`config.mk`:
```
export PLATFORM = sky130hd
export DESIGN_NAME = game_sequencer
export DESIGN_NICKNAME = d
export VERILOG_FILES = /design/src/rtl/snake_pkg.sv /design/src/rtl/game_sequencer_dir_queue.sv /design/src/rtl/game_sequencer.sv
export SDC_FILE = /design/constraint.sdc
export NUM_CORES = 1
export LEC_CHECK = 0
export CORE_MARGIN = 3
export CORE_UTILIZATION = 30
export DETAILED_ROUTE_END_ITERATION = 12
export GPL_TIMING_DRIVEN = 0
export SYNTH_ARGS = -nofsm -noshare
export SYNTH_HDL_FRONTEND = slang
export SYNTH_SLANG_ARGS = --single-unit
```
`constraint.sdc`:
```
create_clock -name clk -period 3.5 [get_ports clk]
set_input_delay 0.875 -clock clk [delete_from_list [all_inputs] [get_ports clk]]
set_output_delay 0.875 -clock clk [all_outputs]
set_load 0.03 [all_outputs]
```
`src/rtl/snake_pkg.sv`:
```
// Shared direction/state codes for the snake game blocks (sequencer, game logic, display).
package snake_pkg;

   typedef enum logic [1:0] {
      DIR_LEFT  = 2'd0,
      DIR_RIGHT = 2'd1,
      DIR_UP    = 2'd2,
      DIR_DOWN  = 2'd3
   } dir_t;

   typedef enum logic [1:0] {
      ST_IDLE = 2'd0,
      ST_RUN  = 2'd1,
      ST_WON  = 2'd2,
      ST_LOST = 2'd3
   } state_t;

   // Left<->right and up<->down differ only in bit 0.
   function automatic dir_t opposite(input dir_t d);
      return dir_t'({d[1], ~d[0]});
   endfunction

endpackage

```
`src/rtl/game_sequencer_dir_queue.sv`:
```
// Two-entry FIFO of pending turn requests; push is ignored when full, pop when empty.
module dir_queue
   import snake_pkg::*;
(
   input  logic clk,
   input  logic rst_n,
   input  logic clr,
   input  logic push,
   input  logic pop,
   input  dir_t din,
   output logic full,
   output logic empty,
   output dir_t head,
   output dir_t tail
);

   logic [1:0] count;
   dir_t       q0;
   dir_t       q1;
   logic       do_push;
   logic       do_pop;

   assign full    = (count == 2'd2);
   assign empty   = (count == 2'd0);
   assign head    = q0;
   assign tail    = full ? q1 : q0;
   assign do_push = push && !full;
   assign do_pop  = pop && !empty;

   always_ff @(posedge clk or negedge rst_n) begin
      if (!rst_n) begin
         count <= '0;
         q0    <= DIR_LEFT;
         q1    <= DIR_LEFT;
      end else if (clr) begin
         count <= '0;
      end else begin
         unique case ({do_push, do_pop})
            2'b10: begin
               if (empty) q0 <= din;
               else       q1 <= din;
               count <= count + 2'd1;
            end
            2'b01: begin
               q0    <= q1;
               count <= count - 2'd1;
            end
            // Simultaneous push/pop only reaches here with one entry held.
            2'b11:   q0 <= din;
            default: ;
         endcase
      end
   end

endmodule

```
`src/rtl/game_sequencer.sv`:
```
// Game step sequencer: button events, run/won/lost control, speed level and step tick,
// and the buffered turn direction handed to game logic.
module game_sequencer
   import snake_pkg::*;
#(
   parameter int unsigned TICK_BASE       = 3125000,
   parameter int unsigned TICK_STEP       = 250000,
   parameter int unsigned SCORE_PER_LEVEL = 3,
   parameter int unsigned MAX_LEVEL       = 7
) (
   input  logic       clk,
   input  logic       rst_n,
   input  logic       btnu,
   input  logic       btnd,
   input  logic       btnl,
   input  logic       btnr,
   input  logic [9:0] score,
   input  logic       won,
   input  logic       lost,
   output logic       tick,
   output logic [1:0] direction,
   output logic       game_rst,
   output logic [1:0] state,
   output logic [2:0] level
);

   localparam int unsigned CW = $clog2(TICK_BASE + 1);

   logic [3:0]    sync1, sync2, prev, evt;
   logic          evt_any;
   dir_t          evt_dir;
   state_t        state_q, state_n;
   logic [CW-1:0] cnt;
   logic [2:0]    level_q, level_n;
   logic [9:0]    score_lvl;
   dir_t          dir_q, ref_dir, q_head, q_tail;
   logic          q_full, q_empty, q_push, q_pop, q_clr;
   logic          expiry, tick_q, ended;

   function automatic logic [CW-1:0] period_of(input logic [2:0] l);
      return CW'(TICK_BASE) - CW'(l) * CW'(TICK_STEP);
   endfunction

   // Button bits ordered {r, l, u, d}; event fires on the synchronised rising edge.
   always_ff @(posedge clk or negedge rst_n) begin
      if (!rst_n) begin
         sync1 <= '0;
         sync2 <= '0;
         prev  <= '0;
         evt   <= '0;
      end else begin
         sync1 <= {btnr, btnl, btnu, btnd};
         sync2 <= sync1;
         prev  <= sync2;
         evt   <= sync2 & ~prev;
      end
   end

   always_comb begin
      evt_any = |evt;
      evt_dir = DIR_LEFT;
      if      (evt[3]) evt_dir = DIR_RIGHT;
      else if (evt[2]) evt_dir = DIR_LEFT;
      else if (evt[1]) evt_dir = DIR_UP;
      else if (evt[0]) evt_dir = DIR_DOWN;
   end

   always_ff @(posedge clk or negedge rst_n) begin
      if (!rst_n) state_q <= ST_IDLE;
      else        state_q <= state_n;
   end

   always_comb begin
      state_n = state_q;
      unique case (state_q)
         ST_IDLE: if (evt_any) state_n = ST_RUN;
         ST_RUN: begin
            if      (lost) state_n = ST_LOST;
            else if (won)  state_n = ST_WON;
         end
         ST_WON, ST_LOST: if (evt_any) state_n = ST_IDLE;
         default: state_n = ST_IDLE;
      endcase
   end

   always_comb begin
      game_rst = 1'b0;
      if (state_q == ST_IDLE) game_rst = 1'b1;
      state     = state_q;
      tick      = tick_q;
      direction = dir_q;
      level     = level_q;
   end

   assign ended     = (state_q == ST_WON) || (state_q == ST_LOST);
   assign expiry    = (state_q == ST_RUN) && (cnt == '0);
   assign score_lvl = score / 10'(SCORE_PER_LEVEL);
   assign level_n   = (score_lvl > 10'(MAX_LEVEL)) ? 3'(MAX_LEVEL) : score_lvl[2:0];
   assign ref_dir   = q_empty ? dir_q : q_tail;
   assign q_push    = (state_q == ST_RUN) && evt_any && !q_full &&
                      (evt_dir != ref_dir) && (evt_dir != opposite(ref_dir));
   assign q_pop     = expiry && !q_empty;
   assign q_clr     = ended;

   always_ff @(posedge clk or negedge rst_n) begin
      if (!rst_n) begin
         cnt     <= '0;
         level_q <= '0;
         dir_q   <= DIR_RIGHT;
         tick_q  <= 1'b0;
      end else begin
         // An expiry coinciding with game end yields no tick.
         tick_q <= expiry && (state_n == ST_RUN);
         if ((state_q == ST_IDLE) && evt_any) begin
            cnt <= period_of(level_q);
         end else if (expiry) begin
            level_q <= level_n;
            cnt     <= period_of(level_n) - CW'(1);
         end else if (state_q == ST_RUN) begin
            cnt <= cnt - CW'(1);
         end
         if (q_pop)                dir_q <= q_head;
         else if (ended && evt_any) dir_q <= DIR_RIGHT;
      end
   end

   dir_queue u_dir_queue (
      .clk   (clk),
      .rst_n (rst_n),
      .clr   (q_clr),
      .push  (q_push),
      .pop   (q_pop),
      .din   (evt_dir),
      .full  (q_full),
      .empty (q_empty),
      .head  (q_head),
      .tail  (q_tail)
   );

endmodule

```
Yosys cells after proc, flatten, opt, wreduce, memory -nomap -nowiden

Cells that the tools add are included.

Reduce and logical (&&, ||, !) cells: 26
Multiply operators: 2
Add/subtract/negate cells: 6
$lt $le $gt $ge: 1
Bitwise logic cells: 6
Eq/ne operators: 11
Muxes and demuxes: 22
Divide/modulo/power cells: 1

Operators with widths:

| cell                   | number |
|---|---|
| $mux 22                | 3 |
| $sub 22x1->22 const B  | 2 |
| $sub 22x21->22 const A | 2 |
| $mul 3x14->17 const B  | 2 |
| $mux 2                 | 14 |
| $logic_not 22->1       | 1 |
| $pmux 2 s3             | 2 |
| $logic_and 1x1->1      | 11 |
| $div 10x2->10 const B  | 1 |
| $eq 2x2->1 const B     | 5 |
| $gt 10x3->1 const B    | 1 |
| $reduce_bool 3->1      | 3 |
| $eq 2x1->1 const B     | 3 |
| $reduce_and 3->1       | 2 |
| $and 4x4->4            | 1 |
| $logic_not 2->1        | 2 |
| $ne 2x2->1             | 2 |
| $not 1->1              | 4 |
| $not 4->4              | 1 |
| $pmux 2 s2             | 1 |
| $reduce_or 4->1        | 1 |
| $mux 3                 | 1 |
| $add 2x1->2 const B    | 1 |
| $logic_not 1->1        | 2 |
| 7 further kinds        | 7 |

Word-level logic and storage cells: 87
Bits in registers: 52

Depth between registers and ports, before layout

Depth after elaboration: 11
Depth in mapped cells: 25

Cells and area by module

A second synthesis with hierarchy kept.

Cell total of the unflattened synthesis: 475
Area total of the unflattened synthesis: 4,199.0 sq um

Modules (own cells, without submodules):

| module         | instances | cells each | area each (sq um) |
|---|---|---|---|
| game_sequencer | 1         | 430        | 3,787.4 |
| dir_queue      | 1         | 45         | 411.6 |

Worst setup path after synthesis

No wires, ideal clock.

Path type: input -> register
Start point: input port score[9]
End point: register cnt[21]
Setup slack: -2.177 ns
Cell stages on the path: 22
Arrival time: 5.600 ns
Required time: 3.423 ns
Path buffers: 1
Setup time: 0.077 ns
Cells stage by stage: buf_6 > or3b_1 > o211a_1 > o32a_4 > nand2_1 > nor2_1 > o41ai_1 > ha_1 > nor2b_1 > nand3_1 > o22ai_1 > nor4b_1 > nor3_1 > inv_1 > ha_1 > ha_1 > a21o_1 > a21oi_1 > xnor2_1 > or3_1 > or4_1 > a21oi_1

Cells in the longest elaborated chain, start to end: 8

Ends and longest elaborated chain:

| element                | line                  | text |
|---|---|---|
| start: declaration     | game_sequencer.sv:17  | `input logic [9:0] score,` |
| $div 10x2->10 (*)      | game_sequencer.sv:97  | `assign score_lvl = score / 10'(SCORE_PER_LEVEL);` |
| $gt 10x3->1            | game_sequencer.sv:98  | `assign level_n = (score_lvl > 10'(MAX_LEVEL)) ? 3'(MAX_LEVEL) : score_lvl[2:0];` |
| $mux 3 (*)             | game_sequencer.sv:98  |  |
| via level_n[0]         | game_sequencer.sv:34  | `logic [2:0] level_q, level_n;` |
| $mul 3x14->17 (*)      | game_sequencer.sv:41  | `return CW'(TICK_BASE) - CW'(l) * CW'(TICK_STEP);` |
| $sub 22x21->22 (*)     | game_sequencer.sv:41  |  |
| $sub 22x1->22 (*)      | game_sequencer.sv:118 | `cnt <= period_of(level_n) - CW'(1);` |
| $mux 22 (*)            | game_sequencer.sv:116 | `end else if (expiry) begin` |
| $mux 22 (*)            | game_sequencer.sv:114 | `if ((state_q == ST_IDLE) && evt_any) begin` |
| end signal: assignment | game_sequencer.sv:115 | `cnt <= period_of(level_q);` |
| end signal: assignment | game_sequencer.sv:118 |  |
| end signal: assignment | game_sequencer.sv:120 | `cnt <= cnt - CW'(1);` |
| end: declaration       | game_sequencer.sv:33  | `logic [CW-1:0] cnt;` |

Mark *: on every way through the listed nets, which the timed path passes. The rest lies on a longest branch.
A chain may end at the register's enable or synchronous reset.

Worst setup path after layout

Same ends and word-level chain as after synthesis.

==> impl_metrics.csv <==
group,metric,value,unit
worst_setup_path,path_common_cell,"buf_8",
floorplan,start_util,31.2,%
floorplan,dieArea,15500,sq um
worst_setup_path,worstPathRequired,3720,ps
yosys,synth_ff_type,"dfrtp_1",
power_and_ir_drop,peakVddDrop,0.000217,V
power_and_ir_drop,p_int,1.51,mW
yosys,synthTopCellsByArea,"dfrtp_1, ha_1, o21ai_0",
yosys,synth_edf_count,0,
run_status,violations,"negative setup slack",
place,io_buffers,25,
detailed_routing,drcViolationCount,0,
floorplan,die_y,124,um
power_and_ir_drop,sequentialPowerShare,34.3,%
detailed_routing,ant_nets,0,
layout,seq_area,1300,sq um
global_route,antenna_found_initial,0,
yosys,synth_top_area_share,30.4,%
clocking,cts_buffers,5,
clocking,clock_path_buffers,2,
clocking,worstSkewPairLatency,290,ps
yosys,ys_ff_latch,52,
worst_setup_path,worstSetupPathType,"input pin to flop",
floorplan,rows,42,
yosys,syn_nets,549,
global_route,busiest_layer,"met2",
layout,multiInputGateArea,3220,sq um
place,dp.cells,702,
place,gp_congestion,0.831,
yosys,syn_area,4200,sq um
worst_setup_path,arrival,5770,ps
power_and_ir_drop,leakage,2.29,nW
yosys,yosysUniqueCellTypes,77,
floorplan,io_pins,27,
layout,finalNetCount,623,
detailed_routing,routedWlPerCell,15.7,um
layout,syn2layout_area_growth,36.6,%
yosys,ys_seq_area_share,31.0,%
detailed_routing,first_iter_violations,356,
clocking,clk_pin_slew,70,ps
layout,final_cell_count_no_fill,751,
timing,finalMaxSlewViolations,0,
timing,fin_skew,7.86,ps
floorplan,die_w,124,um
place,dpl.hpwl,8340,um
global_route,gr-usage-all-layers,14.5,%
yosys,ys_async_sr_fraction,100,%
timing,setup_slack,-2050,ps
timing,relSlewSlack,24.8,%
clocking,cts_root_buf,"clkbuf_16",
worst_setup_path,critical_path_buf_inv_count,4,
detailed_routing,drt-total-wl,11800,um
layout,fillCellCount,1326,
timing,report.final.setup_viol,18,
global_route,overflow,0,
timing,period_share,159,%
yosys,syn_avg_cell_area,8.40,sq um
global_route,grt.met2_usage,25.5,%
clocking,cts_tree,"built",
worst_hold_path,holdCritPathClass,"flop to flop",
timing,hold_viol,0,
clocking,h-tree-depth,2,
global_route,grt_pass1_wl,19200,um
floorplan,core_area,13500,sq um
worst_setup_path,worstPathMaxFanout,4,
timing,grt_setup_unrepaired,"true",
global_route,grt_max_degree,35,
layout,drive_gt1_share,26.3,%
yosys,ys_warn_count,0,
global_route,grtUsageMet1,19.0,%
worst_setup_path,end_kind,"flop",
power_and_ir_drop,pwr-share-clk,19.4,%
worst_setup_path,cp_top_family,"simple AND/OR/NAND/NOR gates",
worst_setup_path,cpPeakStageDelay,520,ps
clocking,hold_buffers,0,
global_route,grt_pass1_vias,3957,
power_and_ir_drop,power_density,453,nW/um^2
power_and_ir_drop,total_power,2.60,mW
clocking,cts_sinks,52,
timing,tightest_slew,1120,ps
worst_setup_path,crit_chain,"buf_8 > buf_8 > or3b_1 > o211a_1 > o32a_4 > nand2_4 > nor2_2 > o41ai_2 > ha_2 > nor2b_4 > nand3_2 > o22ai_4 > nor4b_4 > nor3_4 > inv_2 > ha_4 > buf_4 > fa_2 > xnor2_4 > or3_1 > or4_4 > a21oi_2",
timing,timing.fmax,180,MHz
yosys,synthCells,500,
run,maxCapViolCount,0,
yosys,synth_largest_area_cell,"dfrtp_1",
detailed_routing,vias,3987,
power_and_ir_drop,power_switching,1.08,mW
power_and_ir_drop,p_comb_share,46.4,%
layout,antennaDiodeCount,0,
worst_setup_path,crit_path_top_delay_cell,"or4_4",
power_and_ir_drop,switching_share,41.7,%
detailed_routing,first_pass_iters,5,
global_route,grt_use_met3,1.76,%
timing,fin_crit,5550,ps
detailed_routing,via_per_inst,5.31,
worst_setup_path,cp-start-kind,"input pin",
run_status,outcome,"complete, but fails checks",
==> cells in the final DEF, fill, tap and decap left out, types with 9 or more instances in the layout <==
| cell type | instances |
|---|---|
| ha_1 | 16 |
| o21ai_1 | 11 |
| nor2_1 | 44 |
| inv_1 | 22 |
| xor2_1 | 11 |
| nor3_1 | 21 |
| buf_6 | 17 |
| clkdlybuf4s50_1 | 19 |
| clkbuf_1 | 12 |
| a21oi_1 | 33 |
| dfrtp_1 | 51 |
| ha_4 | 9 |
| nand2_1 | 39 |
| buf_4 | 25 |
| xnor2_1 | 15 |
| o21ai_0 | 30 |
==> timing repair <==
action | in CTS | in global routing
cloned | 1 | 0
resized for setup | 71 | 38
setup buffers | 26 | 15
pin swaps | 41 | 37
setup endpoints to repair | 19 | 20
==> state kept, by name, summed over array words and instances, names as in the netlist <==
signal             count
evt                    4
sync1                  4
level                  3
cnt                   22
prev                   4
direction              2
u_dir_queue.head       2
sync2                  4
u_dir_queue.q1         2
u_dir_queue.count      2
state                  2
tick                   1
==> area by class of cell <==
| class | count | area share [%] |
|---|---|---|
| buffer | 20 | 1.96 |
| clock buffer | 5 | 2.18 |
| clock inverter | 3 | 0.480 |
| inverter | 26 | 1.74 |
| multi-input combinational | 402 | 56.1 |
| sequential | 52 | 22.7 |
| tap | 176 | 3.84 |
| timing repair buffer | 67 | 10.9 |
==> synth_stat cells, types with 4 or more instances <==
| cell | number |
|---|---|
| nand2_1 | 45 |
| nand2b_1 | 7 |
| o22ai_1 | 4 |
| o211ai_1 | 5 |
| inv_1 | 26 |
| xnor2_1 | 21 |
| or3_1 | 8 |
| or2_2 | 4 |
| fa_1 | 4 |
| a21oi_1 | 39 |
| xor2_1 | 12 |
| nor3_1 | 27 |
| o21ai_0 | 45 |
| a31oi_1 | 5 |
| a21o_1 | 8 |
| dfrtp_1 | 51 |
| nor2_1 | 45 |
| a22oi_1 | 4 |
| clkbuf_1 | 13 |
| a211oi_1 | 4 |
| nand3_1 | 9 |
| ha_1 | 27 |
| nand3b_1 | 5 |
| nor2b_1 | 9 |
==> final timing paths <==
path                       startpoint           end  slack, ps  cells past startpoint
setup / recovery             score[9]       cnt[21]      -2050                     22
hold / removal               sync1[3]      sync2[3]        360                      0
setup reg to reg              cnt[10]       cnt[21]        -70                      8
hold reg to reg              sync1[3]      sync2[3]        360                      0
max in group asynchronous       rst_n  direction[0]       2380                      2
min in group asynchronous       rst_n      state[1]        530                      1
==> power by group through the flow <==
stage	sequential (mW)	clock, mW	combinational, mW
after floorplan	0.884	0	0.738
after global placement	0.892	0	1.00
after detailed placement	0.896	0	1.03
after CTS	0.887	0.514	1.13
after global routing	0.919	0.546	1.33
final	0.891	0.503	1.20
==> stage by stage <==
step           setup WS, ps  hold slack (ps)  utilization [%]  instance area, sq um  setup TNS, ps
2_1_floorplan         -1900              331                -                  4350         -16820
3_3_place_gp          -2920              334             35.8                  4820         -35800
3_5_place_dp          -3060              337             36.0                  4840         -37380
4_1_cts               -1920              356             40.6                  5460         -16590
5_1_grt               -2150              375             42.7                  5740         -22930
6_report              -2050              355             42.7                  5740         -20840
==> layer usage <==
metal,share of wire [%],up-vias
met3,4.3,22
met4,2.1,0
li1,-,1932
met2,50,118
met5,0,-
met1,43,1915
==> kinds of logic after synthesis <==
family,Yosys count,synth area share [%]
AND/OR/NAND/NOR,187,23.0
buffers and inverters,46,4.79
adder cells (fa/ha/maj),31,9.95
AO/OA/AOI/OAI,147,23.3
multiplexers,4,1.01
flip-flops,52,31.0
XOR/XNOR,33,6.88
==> worst reg2reg max path: cells and delay by family (launching register included) <==
kind	cells	cell delay, ps
simple gates	7	2930
flops	1	450
compound gates	1	130
No activity file was read; power rests on OpenSTA's default activity.
==> RTL change (same flow settings) <==
`TICK_BASE`: 3125000 -> 1562500.
--- a/src/rtl/game_sequencer.sv
+++ b/src/rtl/game_sequencer.sv
@@ -3,7 +3,7 @@
 module game_sequencer
    import snake_pkg::*;
 #(
-   parameter int unsigned TICK_BASE       = 3125000,
+   parameter int unsigned TICK_BASE       = 1562500,
    parameter int unsigned TICK_STEP       = 250000,
    parameter int unsigned SCORE_PER_LEVEL = 3,
    parameter int unsigned MAX_LEVEL       = 7
Function: no difference found for any inputs over 10 cycles, from zero or initial values and one cycle with rst_n low; that may be too few to reach the edited logic, so the function may still have changed.
==> RTL change against the original RTL <==
The flow still finishes with violations (setup timing); cell area is 5.1% lower; sequential power is 0.4% higher; sequential cell count is 1 lower; power is 5.8% lower; area after synthesis is 2.9% lower; worst setup slack worse by 0.013 ns; routed wire length is 4.3% lower; die area is 2.8% lower; clock power hardly changed; global-route usage is 0.11 points lower; first-iteration DRC count is 18% lower; largest cell class unchanged.
==> RTL change: results (changes against the original RTL) <==
Status
  – Outcome: finished, violations left
  – Failing checks: setup timing

Placement
  – Area post-placement: 4650 sq um (-3.9%)
  – Post-place setup slack: -3.28 ns (-0.219 ns)
  – IO Port Bufs: 24 (-4.0%)

Finish
  – Fin nets: 576 (-7.5%)
  – Cell Count, Final, Fillers Out: 695 (-7.5%)
  – Flip-flop count of the largest register after layout: 21 (-4.5%)

Logic synthesis
  – Sequential share of the synthesized area: 0.313 (+0.00328)
  – Top post-synthesis cells by area: dfrtp_1 31%, ha_1 8.6%, o21ai_0 4.2%, xnor2_1 4.1%, nand2_1 4.1%
  – Synth Net Count: 511 (-6.9%)
  – Post-synthesis adder-cell area fraction: 0.125 (+0.0257)
  – Avg Cell Area, Syn: 8.92 sq um (+6.2%)
  – Netlist cell types: 75 (-2.6%)

Power and ir drop
  – Leak: 0.00221 uW (-3.6%)
  – Peak supply drop: 0.000261 V (+20%)
  – Sw frac: 0.418 (+0.00135)

Timing
  – Final setup violation count: 17 (-1)
  – Worst Skew: 0.00568 ns (-0.00218 ns)
  – Worst-Margin Slew: 1.11 ns (-0.0144 ns)
  – Slack of the critical path: -2.06 ns (-0.0129 ns)

Route
  – Routed wl met3: 428 um (-15%)
  – M1 WL: 5.19 mm (+1.8%)
  – Routed Wire Length: 11.3 mm (-4.3%)
  – Met2 WL post-DR: 5.55 mm (-6.9%)

GRT
  – Number of global-route vias before repair: 3544 (-10%)
  – Met1 Usage GRT: 0.200 (+0.0104)
  – GR Layer Usage met3: 0.0194 (+0.00177)
  – First-pass GRT wire length: 17.7 mm (-8.0%)
  – GRT Total Usage: 0.144 (-0.00109)

Worst hold path
  – Hold EP: sync2[1]

Critical path
  – Worst r2r src: level[0]
  – Worst R2R Setup Slack: 0.18 ns (+0.25 ns)
  – CP endpoint: cnt[20]
  – Critical Path Source: score[7]
==> RTL change: cell count changes after synthesis, moves of 5 or more <==
cell / unedited run / this run
or3_1: 8 / 3
nor3_1: 27 / 12
nor2_1: 45 / 35
nand3b_1: 5 / 0
nor4_1: 2 / 10
a21oi_1: 39 / 28
o21ai_0: 45 / 34
==> RTL change: cell type report <==
| class | instances | area, sq um |
|---|---|---|
| clock buffer | 5 | 125 |
| clock inverter | 3 | 27.5 |
| fill | 1249 | 7480 |
| sequential | 51 | 1280 |
| inverter | 23 | 96.3 |
| timing repair buffer | 59 | 571 |
| tap | 172 | 215 |
| multi-input combinational | 366 | 3040 |
| buffer | 16 | 96.3 |
==> RTL change: worst max-delay path: stages <==
cell and delay, ns:
buf_2 0.14, or4_4 0.51, a21oi_4 0.17, a2bb2oi_4 0.24, nor3_4 0.06, buf_4 0.15
nand2_1 0.06, o21ai_1 0.07, a21oi_1 0.17, ha_2 0.29, nor2b_1 0.10, o21ai_1 0.09
a21oi_2 0.13, a32oi_2 0.13, a21o_4 0.23, fa_2 0.60, inv_2 0.06, fa_2 0.40
xor2_2 0.20, nor4b_2 0.32, nor2_1 0.11, xnor2_1 0.16, o2111ai_1 0.17, o21ai_1 0.09
a22o_1 0.22
==> RTL change: repair_timing <==
| item | 4_1_cts | 5_1_grt |
|---|---|---|
| pin swaps | 32 | 34 |
| gates resized for setup | 55 | 53 |
| buffers inserted | 15 | 19 |
| gates cloned | 0 | 1 |
| setup endpoints to repair | 18 | 18 |
==> RTL change: cell families after synthesis <==
group / Yosys count
AO/OA/AOI/OAI: 126
AND/OR/NAND/NOR: 164
buffers and inverters: 40
flip-flops: 51
XOR/XNOR: 34
adder cells (fa/ha/maj): 36
multiplexers: 6
